--- src/rtl/seg7_scan_driver_pkg.sv ---
// Shared segment patterns for the hex display path, active-high {g,f,e,d,c,b,a}.
// Pure constants: no latency, no flow control.
// Imported by the decoder and the scan driver.
package seg7_scan_driver_pkg;

  localparam logic [6:0] SEG7_HEX_0 = 7'b0111111;
  localparam logic [6:0] SEG7_HEX_1 = 7'b0000110;
  localparam logic [6:0] SEG7_HEX_2 = 7'b1011011;
  localparam logic [6:0] SEG7_HEX_3 = 7'b1001111;
  localparam logic [6:0] SEG7_HEX_4 = 7'b1100110;
  localparam logic [6:0] SEG7_HEX_5 = 7'b1101101;
  localparam logic [6:0] SEG7_HEX_6 = 7'b1111101;
  localparam logic [6:0] SEG7_HEX_7 = 7'b0000111;
  localparam logic [6:0] SEG7_HEX_8 = 7'b1111111;
  localparam logic [6:0] SEG7_HEX_9 = 7'b1101111;
  localparam logic [6:0] SEG7_HEX_A = 7'b1110111;
  localparam logic [6:0] SEG7_HEX_B = 7'b1111100;
  localparam logic [6:0] SEG7_HEX_C = 7'b0111001;
  localparam logic [6:0] SEG7_HEX_D = 7'b1011110;
  localparam logic [6:0] SEG7_HEX_E = 7'b1111001;
  localparam logic [6:0] SEG7_HEX_F = 7'b1110001;
  localparam logic [6:0] SEG7_BLANK = 7'b0000000;

endpackage

--- src/rtl/seg7_hex_decode.sv ---
// Hex nibble to active-high 7-segment pattern.
// Combinational, zero latency.
// No flow control.
module seg7_hex_decode
  import seg7_scan_driver_pkg::*;
(
  input  logic [3:0] nib,
  output logic [6:0] pat
);

  always_comb begin
    pat = SEG7_BLANK;
    case (nib)
      4'h0: pat = SEG7_HEX_0;
      4'h1: pat = SEG7_HEX_1;
      4'h2: pat = SEG7_HEX_2;
      4'h3: pat = SEG7_HEX_3;
      4'h4: pat = SEG7_HEX_4;
      4'h5: pat = SEG7_HEX_5;
      4'h6: pat = SEG7_HEX_6;
      4'h7: pat = SEG7_HEX_7;
      4'h8: pat = SEG7_HEX_8;
      4'h9: pat = SEG7_HEX_9;
      4'hA: pat = SEG7_HEX_A;
      4'hB: pat = SEG7_HEX_B;
      4'hC: pat = SEG7_HEX_C;
      4'hD: pat = SEG7_HEX_D;
      4'hE: pat = SEG7_HEX_E;
      4'hF: pat = SEG7_HEX_F;
      default: pat = SEG7_BLANK;
    endcase
  end

endmodule

--- src/rtl/seg7_scan_driver.sv ---
// Time-multiplexed multi-digit 7-segment driver with shadowed value, dp and leading-zero blanking.
// seg/dp/an/frame registered: one cycle behind idx/shadow state.
// No backpressure: load is always accepted, enable=0 darkens and freezes the scan.
module seg7_scan_driver
  import seg7_scan_driver_pkg::*;
#(
  parameter int NUM_DIGITS     = 4,
  parameter int REFRESH_DIV    = 50000,
  parameter bit SEG_ACTIVE_LOW = 1'b1,
  parameter bit AN_ACTIVE_LOW  = 1'b1,
  parameter bit BLANK_LEADING  = 1'b1
) (
  input  logic                    clk,
  input  logic                    reset,
  input  logic                    enable,
  input  logic                    load,
  input  logic [4*NUM_DIGITS-1:0] value,
  input  logic [NUM_DIGITS-1:0]   dp_in,
  output logic [6:0]              seg,
  output logic                    dp,
  output logic [NUM_DIGITS-1:0]   an,
  output logic                    frame
);

  localparam int IDX_W = (NUM_DIGITS > 1) ? $clog2(NUM_DIGITS) : 1;
  localparam int PRE_W = $clog2(REFRESH_DIV);
  localparam logic [IDX_W-1:0]      IDX_LAST = IDX_W'(NUM_DIGITS - 1);
  localparam logic [PRE_W-1:0]      PRE_LAST = PRE_W'(REFRESH_DIV - 1);
  localparam logic [6:0]            SEG_OFF  = {7{SEG_ACTIVE_LOW}};
  localparam logic                  DP_OFF   = SEG_ACTIVE_LOW;
  localparam logic [NUM_DIGITS-1:0] AN_OFF   = {NUM_DIGITS{AN_ACTIVE_LOW}};

  logic [4*NUM_DIGITS-1:0] shadow_val;
  logic [NUM_DIGITS-1:0]   shadow_dp;
  logic [PRE_W-1:0]        presc;
  logic [IDX_W-1:0]        idx;
  logic                    guard;

  logic                  tick;
  logic                  lit;
  logic [3:0]            nib;
  logic                  nib_dp;
  logic                  nib_blank;
  logic [NUM_DIGITS-1:0] an_hot;
  logic [NUM_DIGITS-1:0] lz_mask;
  logic                  zero_run;
  logic [6:0]            pat;
  logic [6:0]            seg_pat;

  assign tick = enable && (presc == PRE_LAST);
  // guard is set for the first cycle of every slot so the old and new anodes never overlap
  assign lit  = enable && !guard;

  // Digit k is a leading zero when it and every digit to its left are zero
  always_comb begin
    lz_mask  = '0;
    zero_run = 1'b1;
    for (int k = NUM_DIGITS - 1; k > 0; k--) begin
      zero_run   = zero_run && (shadow_val[4*k +: 4] == 4'h0);
      lz_mask[k] = BLANK_LEADING && zero_run;
    end
  end

  always_comb begin
    nib       = 4'h0;
    nib_dp    = 1'b0;
    nib_blank = 1'b0;
    an_hot    = '0;
    for (int k = 0; k < NUM_DIGITS; k++) begin
      if (idx == IDX_W'(k)) begin
        nib       = shadow_val[4*k +: 4];
        nib_dp    = shadow_dp[k];
        nib_blank = lz_mask[k];
        an_hot[k] = 1'b1;
      end
    end
  end

  seg7_hex_decode u_decode (
    .nib (nib),
    .pat (pat)
  );

  assign seg_pat = nib_blank ? SEG7_BLANK : pat;

  always_ff @(posedge clk or posedge reset) begin
    if (reset) begin
      shadow_val <= '0;
      shadow_dp  <= '0;
      presc      <= '0;
      idx        <= '0;
      guard      <= 1'b0;
      seg        <= SEG_OFF;
      dp         <= DP_OFF;
      an         <= AN_OFF;
      frame      <= 1'b0;
    end else begin
      if (load) begin
        shadow_val <= value;
        shadow_dp  <= dp_in;
      end
      if (enable) begin
        presc <= tick ? '0 : presc + PRE_W'(1);
        guard <= tick;
        if (tick) begin
          idx <= (idx == IDX_LAST) ? '0 : idx + IDX_W'(1);
        end
      end
      frame <= tick && (idx == IDX_LAST);
      if (lit) begin
        seg <= seg_pat ^ SEG_OFF;
        dp  <= nib_dp ^ DP_OFF;
        an  <= an_hot ^ AN_OFF;
      end else begin
        seg <= SEG_OFF;
        dp  <= DP_OFF;
        an  <= AN_OFF;
      end
    end
  end

endmodule

--- config.mk ---
export PLATFORM = sky130hd
export DESIGN_NAME = seg7_scan_driver
export DESIGN_NICKNAME = d
export VERILOG_FILES = /design/src/rtl/seg7_scan_driver_pkg.sv /design/src/rtl/seg7_hex_decode.sv /design/src/rtl/seg7_scan_driver.sv
export SDC_FILE = /design/constraint.sdc
export NUM_CORES = 1
export LEC_CHECK = 0
export CELL_PAD_IN_SITES_DETAIL_PLACEMENT = 1
export CELL_PAD_IN_SITES_GLOBAL_PLACEMENT = 1
export CORE_UTILIZATION = 43
export CTS_CLUSTER_SIZE = 8
export DETAILED_ROUTE_END_ITERATION = 10
export PLACE_DENSITY = 0.85
export SKIP_LAST_GASP = 1
export SYNTH_ARGS = -nofsm -noshare
export SYNTH_HDL_FRONTEND = slang
export SYNTH_SLANG_ARGS = --single-unit
--- constraint.sdc ---
create_clock -name clk -period 2.79 [get_ports clk]
set_clock_uncertainty 0.2 [all_clocks]
set_input_delay 0.558 -clock clk [delete_from_list [all_inputs] [get_ports clk]]
set_output_delay 0.558 -clock clk [all_outputs]
set_load 0.01 [all_outputs]
# Yosys cells after proc, flatten, opt, wreduce, memory -nomap -nowiden
# Memories as Yosys holds them, arrays and structs flattened.
# Cells that the tools add are included.
[totals] reg_bits=52 rom_bits=112 inputBits=24 word_cells=51 memories=1
[classes] addsub=2 n_eq_ne=4 mux=21 n_bitwise=3 n_reduce_logical=11
[mem_list] memory="(name not given)" depth=16 word_bits=7 rd=1 rd_ports_with_merged_regs=0 wr=0 line_no="seg7_hex_decode.sv:13" source="case (nib)"
[op_table] op="two-way mux 4 bit" n=5
[op_table] op="adder 16 x 1 -> 16 bit, second input constant" n=1
[op_table] op="equality test 16 bit, second input constant" n=1
[op_table] op="two-way mux 16 bit" n=1
[op_table] op="two-way mux 7 bit" n=2
[op_table] op="logical NOT 4 bit" n=3
[op_table] op="two-way mux 1 bit" n=12
[op_table] op="NOT 7 bit" n=1
[op_table] op="logical AND 1 bit" n=5
[op_table] op="equality test 2 bit, second input constant" n=2
[op_table] op="NOT 4 bit" n=1
[op_table] op="adder 2 x 1 -> 2 bit, second input constant" n=1
[op_table] op="equality test 2 x 1 -> 1 bit, second input constant" n=1
[op_table] op="logical NOT 2 bit" n=1
[op_table] op="two-way mux 2 bit" n=1
[op_table] op="AND reduction 2 bit" n=1
[op_table] op="logical NOT 1 bit" n=1
[op_table] op="NOT 1 bit" n=1

# Logic depth before layout (Yosys ltp)
[depth] depth_word=9 ltp_mapped=11

# By module
# Synthesis repeated with hierarchy kept, for this count alone.
[hier_totals] hier_cells=234 hier_area_um2=2637.5
[by_module_without_submodules] mod="seg7_scan_driver" n_inst=1 cells_each=201 area_each_um2=2349.8
[by_module_without_submodules] mod="seg7_hex_decode" n_inst=1 cells_each=33 area_each_um2=287.8

# Least setup slack after synthesis
# OpenSTA, ideal clock, no wires.
[synth_path] kind="register -> register" start="reg idx[1]" end="reg seg[3]" t_arrival_ns=2.278 path_slack_ns=0.250 stages_incl_launch_ff=11 cell_sequence="dfrtp_1 -> inv_1 -> ha_1 -> buf_4 -> nand3b_1 -> a221oi_1 -> inv_1 -> ha_1 -> mux2i_1 -> mux2_2 -> nand2_1"
[synth_between] elab_chain_len=9 elab_cells_between_ends=15
[synth_rtl] item="start: declaration" line_no="seg7_scan_driver.sv:36" source="logic [IDX_W-1:0] idx;"
[synth_rtl] item="start signal: assignment" line_no="seg7_scan_driver.sv:106" source="idx <= (idx == IDX_LAST) ? '0 : idx + IDX_W'(1);"
[synth_rtl] item="logical NOT 2 bit" line_no="seg7_scan_driver.sv:70" source="if (idx == IDX_W'(k)) begin"
[synth_rtl] item="two-way mux 4 bit (4 in series)" line_no="seg7_scan_driver.sv:70"
[synth_rtl] item="memory (16 x 7 bit)"
[synth_rtl] item="two-way mux 7 bit (*)" line_no="seg7_scan_driver.sv:84" source="assign seg_pat = nib_blank ? SEG7_BLANK : pat;"
[synth_rtl] item="NOT 7 bit (no source line) (*)"
[synth_rtl] item="two-way mux 7 bit (*)" line_no="seg7_scan_driver.sv:110" source="if (lit) begin"
[synth_rtl] item="end signal: assignment" line_no="seg7_scan_driver.sv:111" source="seg <= seg_pat ^ SEG_OFF;"
[synth_rtl] item="end: declaration" line_no="seg7_scan_driver.sv:19" source="output logic [6:0] seg,"
# Every way passes the cells marked *; elsewhere a longest branch is shown, timed or not.
# A chain may end at the register's enable or synchronous reset.

# Worst setup path in the final report
[layout_path] start="reg idx[0]" end="reg seg[3]"
# Same word-level chain as after synthesis.

==> results.txt <==
non-filler cells, final: 340
number of iterations in the first detailed-routing pass: 4
cells after synthesis: 222
TritonCTS clock tree: built
pre-CTS WS: 0.126 ns
actual transition at the worst max-transition pin: 0.521 ns
P_leak: 1.31 nW
synthesized netlist net count: 257
cell area after synthesis: 2530 um2
number of failing hold endpoints at the final stage: 0
Post-synth EDFFs: 0
number of ports placed on the die boundary: 37
number of core rows: 27
sum of negative setup slack: 0 ns
initial cell density of the core: 0.453
start point of the critical path: idx[0]
dominant cells by area after synthesis: sky130_fd_sc_hd__dfrtp_1, sky130_fd_sc_hd__dfstp_2, sky130_fd_sc_hd__mux2_2, sky130_fd_sc_hd__ha_1, sky130_fd_sc_hd__nand2_1
number of buffers created by CTS: 5
clock slew seen by the registers of the worst setup and hold paths: 0.09 ns
final period utilization: 0.930
count of warnings emitted by yosys: 0
maximum number of pins on one net before global-route repair: 53
type of the worst min-delay path: reg2reg
final weighted congestion in routability-driven placement: 0.835
RSZ-0062 raised after global routing: no
VDD IR-drop max: 0.000321 V
total of flip-flops plus latches after synthesis: 52
clock period minus worst slack: 2.59 ns
clock sinks: 52
biggest area consumer among synthesized cells: sky130_fd_sc_hd__dfrtp_1
Global Route Usage Sum: 0.206
area grow syn2layout: 23.5%
start of the worst register-to-register path: idx[0]
Slew headroom: 0.652
fillcell total: 601
fraction of layout instances using a drive strength above 1: 0.220
power density over cell area: 549 nW/um2
ranking of synthesized cells by instance count: sky130_fd_sc_hd__dfrtp_1, sky130_fd_sc_hd__nand2_1, sky130_fd_sc_hd__mux2_2, sky130_fd_sc_hd__dfstp_2
critical setup path kind: reg2reg
peak fanout along the critical path: 10
total core area: 5570 um2
die area: 6190 um2
Placed Cells: 332
number of buffer cells added on primary ports: 36
status: complete, no violations
number of max-cap violations: 0
H-tree depth reported by CTS: 2
buffer type at the clock tree root: sky130_fd_sc_hd__clkbuf_8
initial antenna violation count: 0
average cell area after synthesis: 11.4 um2
post-synth cell types: 42
count of antenna diodes in the layout: 0
count of antenna-violating nets left after detailed routing: 0
utilization after layout: 0.560
kind of launch point of the worst setup path: flip-flop
Yosys top cell area share: 0.396
via count of the first global-routing pass: 1947
required time worst endpoint: 2.85 ns
fraction of the yosys area taken by sequential cells: 0.521
Final nets: 302
internal power of the cells: 1.23 mW
horizontal extent of the die: 78.7 um
hold path startpoint: presc[15]
share of synthesized registers carrying an async set or reset: 1.00
most common flop cell mapped by yosys: sky130_fd_sc_hd__dfrtp_1
count leader, synth: sky130_fd_sc_hd__dfrtp_1
detailed placer's ending HPWL: 4170 um
slack of the critical path: 0.196 ns
Max Fclk: 385 MHz
logic gate share of total power: 0.188
sequential group share of total power: 0.549
die boundary height: 78.7 um
number of setup buffers added after CTS: 0
drc violations: 0
maximum buffer depth of the clock tree: 2
routed wirelength normalized by instance count: 16.4 um
GRT overflow: 0
number of setup violations in the final report: 0
sum of routed wire length over all layers: 5580 um
Starting DRT DRC Count: 77
Critical Path End Type: flip-flop
post-detailed-route via-to-cell ratio: 5.41
first-pass GRT wire length: 9750 um
Switching Fraction: 0.282
via count: 1840
switching power summed over all nets: 0.483 mW
arrival time reported for the critical path endpoint: 2.65 ns
number of slew-limit violations in the final report: 0
share of power burned in the clock network: 0.263
clock latency on the worst-skew pair: 0.31 ns
critical path: stages, from the launching register on:
cell                       delay, ns
sky130_fd_sc_hd__dfrtp_1        0.42
sky130_fd_sc_hd__inv_1          0.14
sky130_fd_sc_hd__ha_2           0.31
sky130_fd_sc_hd__a211oi_1       0.08
sky130_fd_sc_hd__a221oi_1       0.45
sky130_fd_sc_hd__inv_1          0.19
sky130_fd_sc_hd__ha_1           0.34
sky130_fd_sc_hd__mux2i_1        0.07
sky130_fd_sc_hd__mux2_2         0.27
sky130_fd_sc_hd__nand2_1        0.06
flip-flops by register name (all words and copies together) (netlist names):
name / count
shadow_dp: 4
dp: 1
shadow_val: 16
seg: 7
an: 4
idx: 2
frame: 1
presc: 16
guard: 1
placed cells by master (no fill, tap or decap), types with 2 or more instances in the layout:
cell type / instances
sky130_fd_sc_hd__dfrtp_1: 40
sky130_fd_sc_hd__nor2_1: 11
sky130_fd_sc_hd__ha_1: 9
sky130_fd_sc_hd__xor2_1: 6
sky130_fd_sc_hd__nor3b_1: 3
sky130_fd_sc_hd__clkinv_2: 2
sky130_fd_sc_hd__clkbuf_8: 6
sky130_fd_sc_hd__a21oi_1: 6
sky130_fd_sc_hd__mux2_2: 21
sky130_fd_sc_hd__nand2_1: 22
sky130_fd_sc_hd__o221ai_1: 4
sky130_fd_sc_hd__o21ai_1: 2
sky130_fd_sc_hd__or4_1: 2
sky130_fd_sc_hd__buf_4: 9
sky130_fd_sc_hd__nor2b_1: 6
sky130_fd_sc_hd__ha_2: 2
sky130_fd_sc_hd__xnor2_1: 7
sky130_fd_sc_hd__inv_1: 9
sky130_fd_sc_hd__nand4_1: 5
sky130_fd_sc_hd__clkdlybuf4s50_1: 36
sky130_fd_sc_hd__dfstp_2: 12
sky130_fd_sc_hd__nand3b_1: 5
sky130_fd_sc_hd__mux2i_1: 4
sky130_fd_sc_hd__nor4_1: 3
sky130_fd_sc_hd__nand3_1: 6
sky130_fd_sc_hd__o21ai_0: 7
sky130_fd_sc_hd__o22ai_1: 2
sky130_fd_sc_hd__nand2b_1: 3
per-stage QoR:
stage	power (mW)	area (um2)	hold slack, ns
global placement	1.26	3020	0.270
floorplan	1.13	2530	0.245
global route	1.81	3120	0.322
finish	1.71	3120	0.284
detailed placement	1.28	3020	0.269
CTS	1.73	3120	0.286
power by group through the flow:
stage | Combinational [mW] | Clock, mW | Sequential (mW)
after floorplan | 0.196 | 0 | 0.938
after global placement | 0.305 | 0 | 0.951
after detailed placement | 0.326 | 0 | 0.957
after CTS | 0.328 | 0.465 | 0.942
after global routing | 0.360 | 0.496 | 0.957
final | 0.323 | 0.450 | 0.941
cells by family (layout without fill, tap and decap cells):
family                     count (synthesis)  in the layout  synth area share
AOI/OAI and AO/OA                         29             29            0.0772
xor gates and xnor gates                  13             13            0.0450
adders and majority gates                 11             11            0.0545
buffers and inverters                     18             64            0.0317
DFF                                       52             52             0.521
muxes                                     25             25             0.109
and+or+nand+nor                           74             74             0.161
cell type report:
type                       count  area, um2  share of cell area
sequential                    52       1320               0.422
multi-input combinational    152       1140               0.364
timing repair buffer          46        448               0.144
tap                           72       90.1              0.0289
clock buffer                   6       82.6              0.0265
inverter                      10       37.5              0.0120
clock inverter                 2       10.0             0.00321
timing repair:
action	4_1_cts	5_1_grt
gates resized for setup	0	2
setup endpoints to repair	0	4
hold buffers	0	0
worst paths after layout:
path / slack (ns) / cells after the start / end
setup reg to reg: 0.20 / 9 / seg[3]
setup / recovery: 0.20 / 9 / seg[3]
min in group asynchronous: 0.41 / 3 / presc[3]
max in group asynchronous: 1.69 / 3 / dp
hold / removal: 0.28 / 1 / presc[15]
hold reg to reg: 0.28 / 1 / presc[15]
metal layers:
layer | GRT usage | vias to the layer above | routed length [um]
met3 | 0.0349 | 6 | 212
met2 | 0.340 | 43 | 2810
met5 | 0 | - | 0
li1 | - | 873 | -
met4 | 0.0685 | 0 | 80
met1 | 0.273 | 918 | 2480
No activity file was read; power rests on OpenSTA's default activity.
==> variant, RTL diff (same flow settings) <==
Change the parameter `AN_ACTIVE_LOW` from 1'b1 to 1'b0.
--- a/src/rtl/seg7_scan_driver.sv
+++ b/src/rtl/seg7_scan_driver.sv
@@ -7,7 +7,7 @@
   parameter int NUM_DIGITS     = 4,
   parameter int REFRESH_DIV    = 50000,
   parameter bit SEG_ACTIVE_LOW = 1'b1,
-  parameter bit AN_ACTIVE_LOW  = 1'b1,
+  parameter bit AN_ACTIVE_LOW  = 1'b0,
   parameter bit BLANK_LEADING  = 1'b1
 ) (
   input  logic                    clk,
Function: changed (a bounded check fails within 4 cycles, from zero or initial values and one cycle with reset high).
==> variant against the unedited design <==
Sequential cell count unchanged. Sequential share of layout area shrank 0.89 points. Synthesized area grew 2.1%. Design area rose by 1.8%. Routed wire length down 0.75%. Worst setup slack better by 48 ps. Total power up 4.9%. Non-clock buffer count fell by 2. Critical path type unchanged. Critical endpoint unchanged. Largest cell class unchanged.
==> variant: results (changes against the unedited design) <==
* Gr usage total at 0.2087 (+0.002878)
* Area after DPL at 3052 sq um (+0.95%)
* Leakage Power at 0.001365 uW (+4.5%)
* Largest net degree at the start of global routing at 28 (-47%)
* HPWL Detailed at 4339 microns (+4.0%)
* TritonRoute pass-1 iters at 4 (unchanged)
* Adder-cell area share of the yosys netlist at 0.05335 (-0.001109)
* Nets@finish at 301 (-0.33%)
* Max-slew headroom at 0.6335 (-0.01875)
* GR Util met2 at 0.3573 (+0.01726)
* DR vias/cell at 5.398 (-0.25%)
* Layout cells sized above 1 at 0.2172 (-0.002921)
* Slowest Stage Delay on Critical Path at 420 ps (-30 ps)
* Initial DRC count at 47 (-39%)
* Post-synthesis mux area share at 0.1072 (-0.002228)
* Syn nets at 258 (+0.39%)
* Met1 Wirelength at 2391 microns (-3.6%)
* Metal2 WL at 2908 microns (+3.6%)
* Post-Synth XOR/XNOR Area at 0.04753 (+0.002477)
* Worst VDD drop at 0.0002867 V (-11%)
* Synth cell count leaders: 44 x dfrtp_1, 21 x mux2_2, 18 x nand2_1, 16 x nor2_1, 11 x ha_1
* Antenna cells at 0 (unchanged)
* Seq/Total Area, Yosys at 0.5082 (-0.01255)
* Crit-path slowest cell: dfrtp_1
* First-pass GRT wire length at 9956 microns (+2.1%)
* Routed wire length at 5538 microns (-0.75%)
* Placer Congestion at 0.8518 (+2.0%)
* Fillers at 560 (-6.8%)
* Vias in the first global route at 1994 (+2.4%)
* Status: finished clean
* Compound-Gate Fraction of Synth Area at 0.08293 (+0.005701)
* GRT met3 Usage at 0.03657 (+0.001688)
* CP arrival at 2600 ps (-50 ps)
* Grt met1 use at 0.2594 (-0.01310)
* Netlist cell types at 49 (+17%)
* CP Max Fanout at 12 (+2)
* Routed wl met3 at 111 microns (-48%)
variant: logic make-up after synthesis:
logic type / Yosys count
mux: 25
fa+ha+maj: 11
compound gates: 28
simple gates: 75
buf+inv: 18
xor+xnor: 14
flops: 52
variant: what timing repair did:
action,CTS,global route
hold buffers,0,0
setup endpoints to repair,0,2
resized for setup,0,1
variant: worst max-delay path: cells and delay by family, from the launching register on:
| family | cells | cell delay (ps) |
|---|---|---|
| mux | 2 | 370 |
| flops | 1 | 420 |
| fa+ha+maj | 2 | 670 |
| simple gates | 1 | 70 |
| compound gates | 2 | 480 |
| buf+inv | 2 | 300 |
variant: path summary, 6_finish.rpt:
check                            start  cells past startpoint  slack, ps  endpoint
worst max-delay path            idx[1]                      9        240    seg[3]
worst min-delay path             guard                      1        280     an[3]
min in group asynchronous        reset                      2        420    idx[0]
max in group asynchronous        reset                      3       1370    seg[4]
worst min register to register   guard                      1        280     an[3]
worst max register to register  idx[1]                      9        240    seg[3]
variant: per-stage QoR:
step | std cells | worst slack (ps) | utilization | total power [uW] | hold slack [ps]
3_5_place_dp | 331 | 170.5 | 0.5409 | 1274 | 258.5
4_1_cts | 339 | 133.9 | 0.5624 | 1820 | 277.7
5_1_grt | 339 | 83.75 | 0.5629 | 1897 | 300.2
6_report | 339 | 244.2 | 0.5629 | 1798 | 278.4
2_1_floorplan | 223 | 435.2 | - | 1127 | 225.1
3_3_place_gp | 331 | 301.5 | 0.5409 | 1244 | 251.1
variant: cell type report:
type,count,share of cell area
Sequential cell,52,0.4129
Multi-Input combinational cell,153,0.3723
Timing Repair Buffer,44,0.1363
Tap cell,72,0.02837
Clock buffer,6,0.02600
Clock inverter,2,0.01221
Inverter,10,0.01182
variant: report_power, final:
part	internal [uW]	switching (uW)
combinational	178	144
clock	293	247
sequential	852	83.1
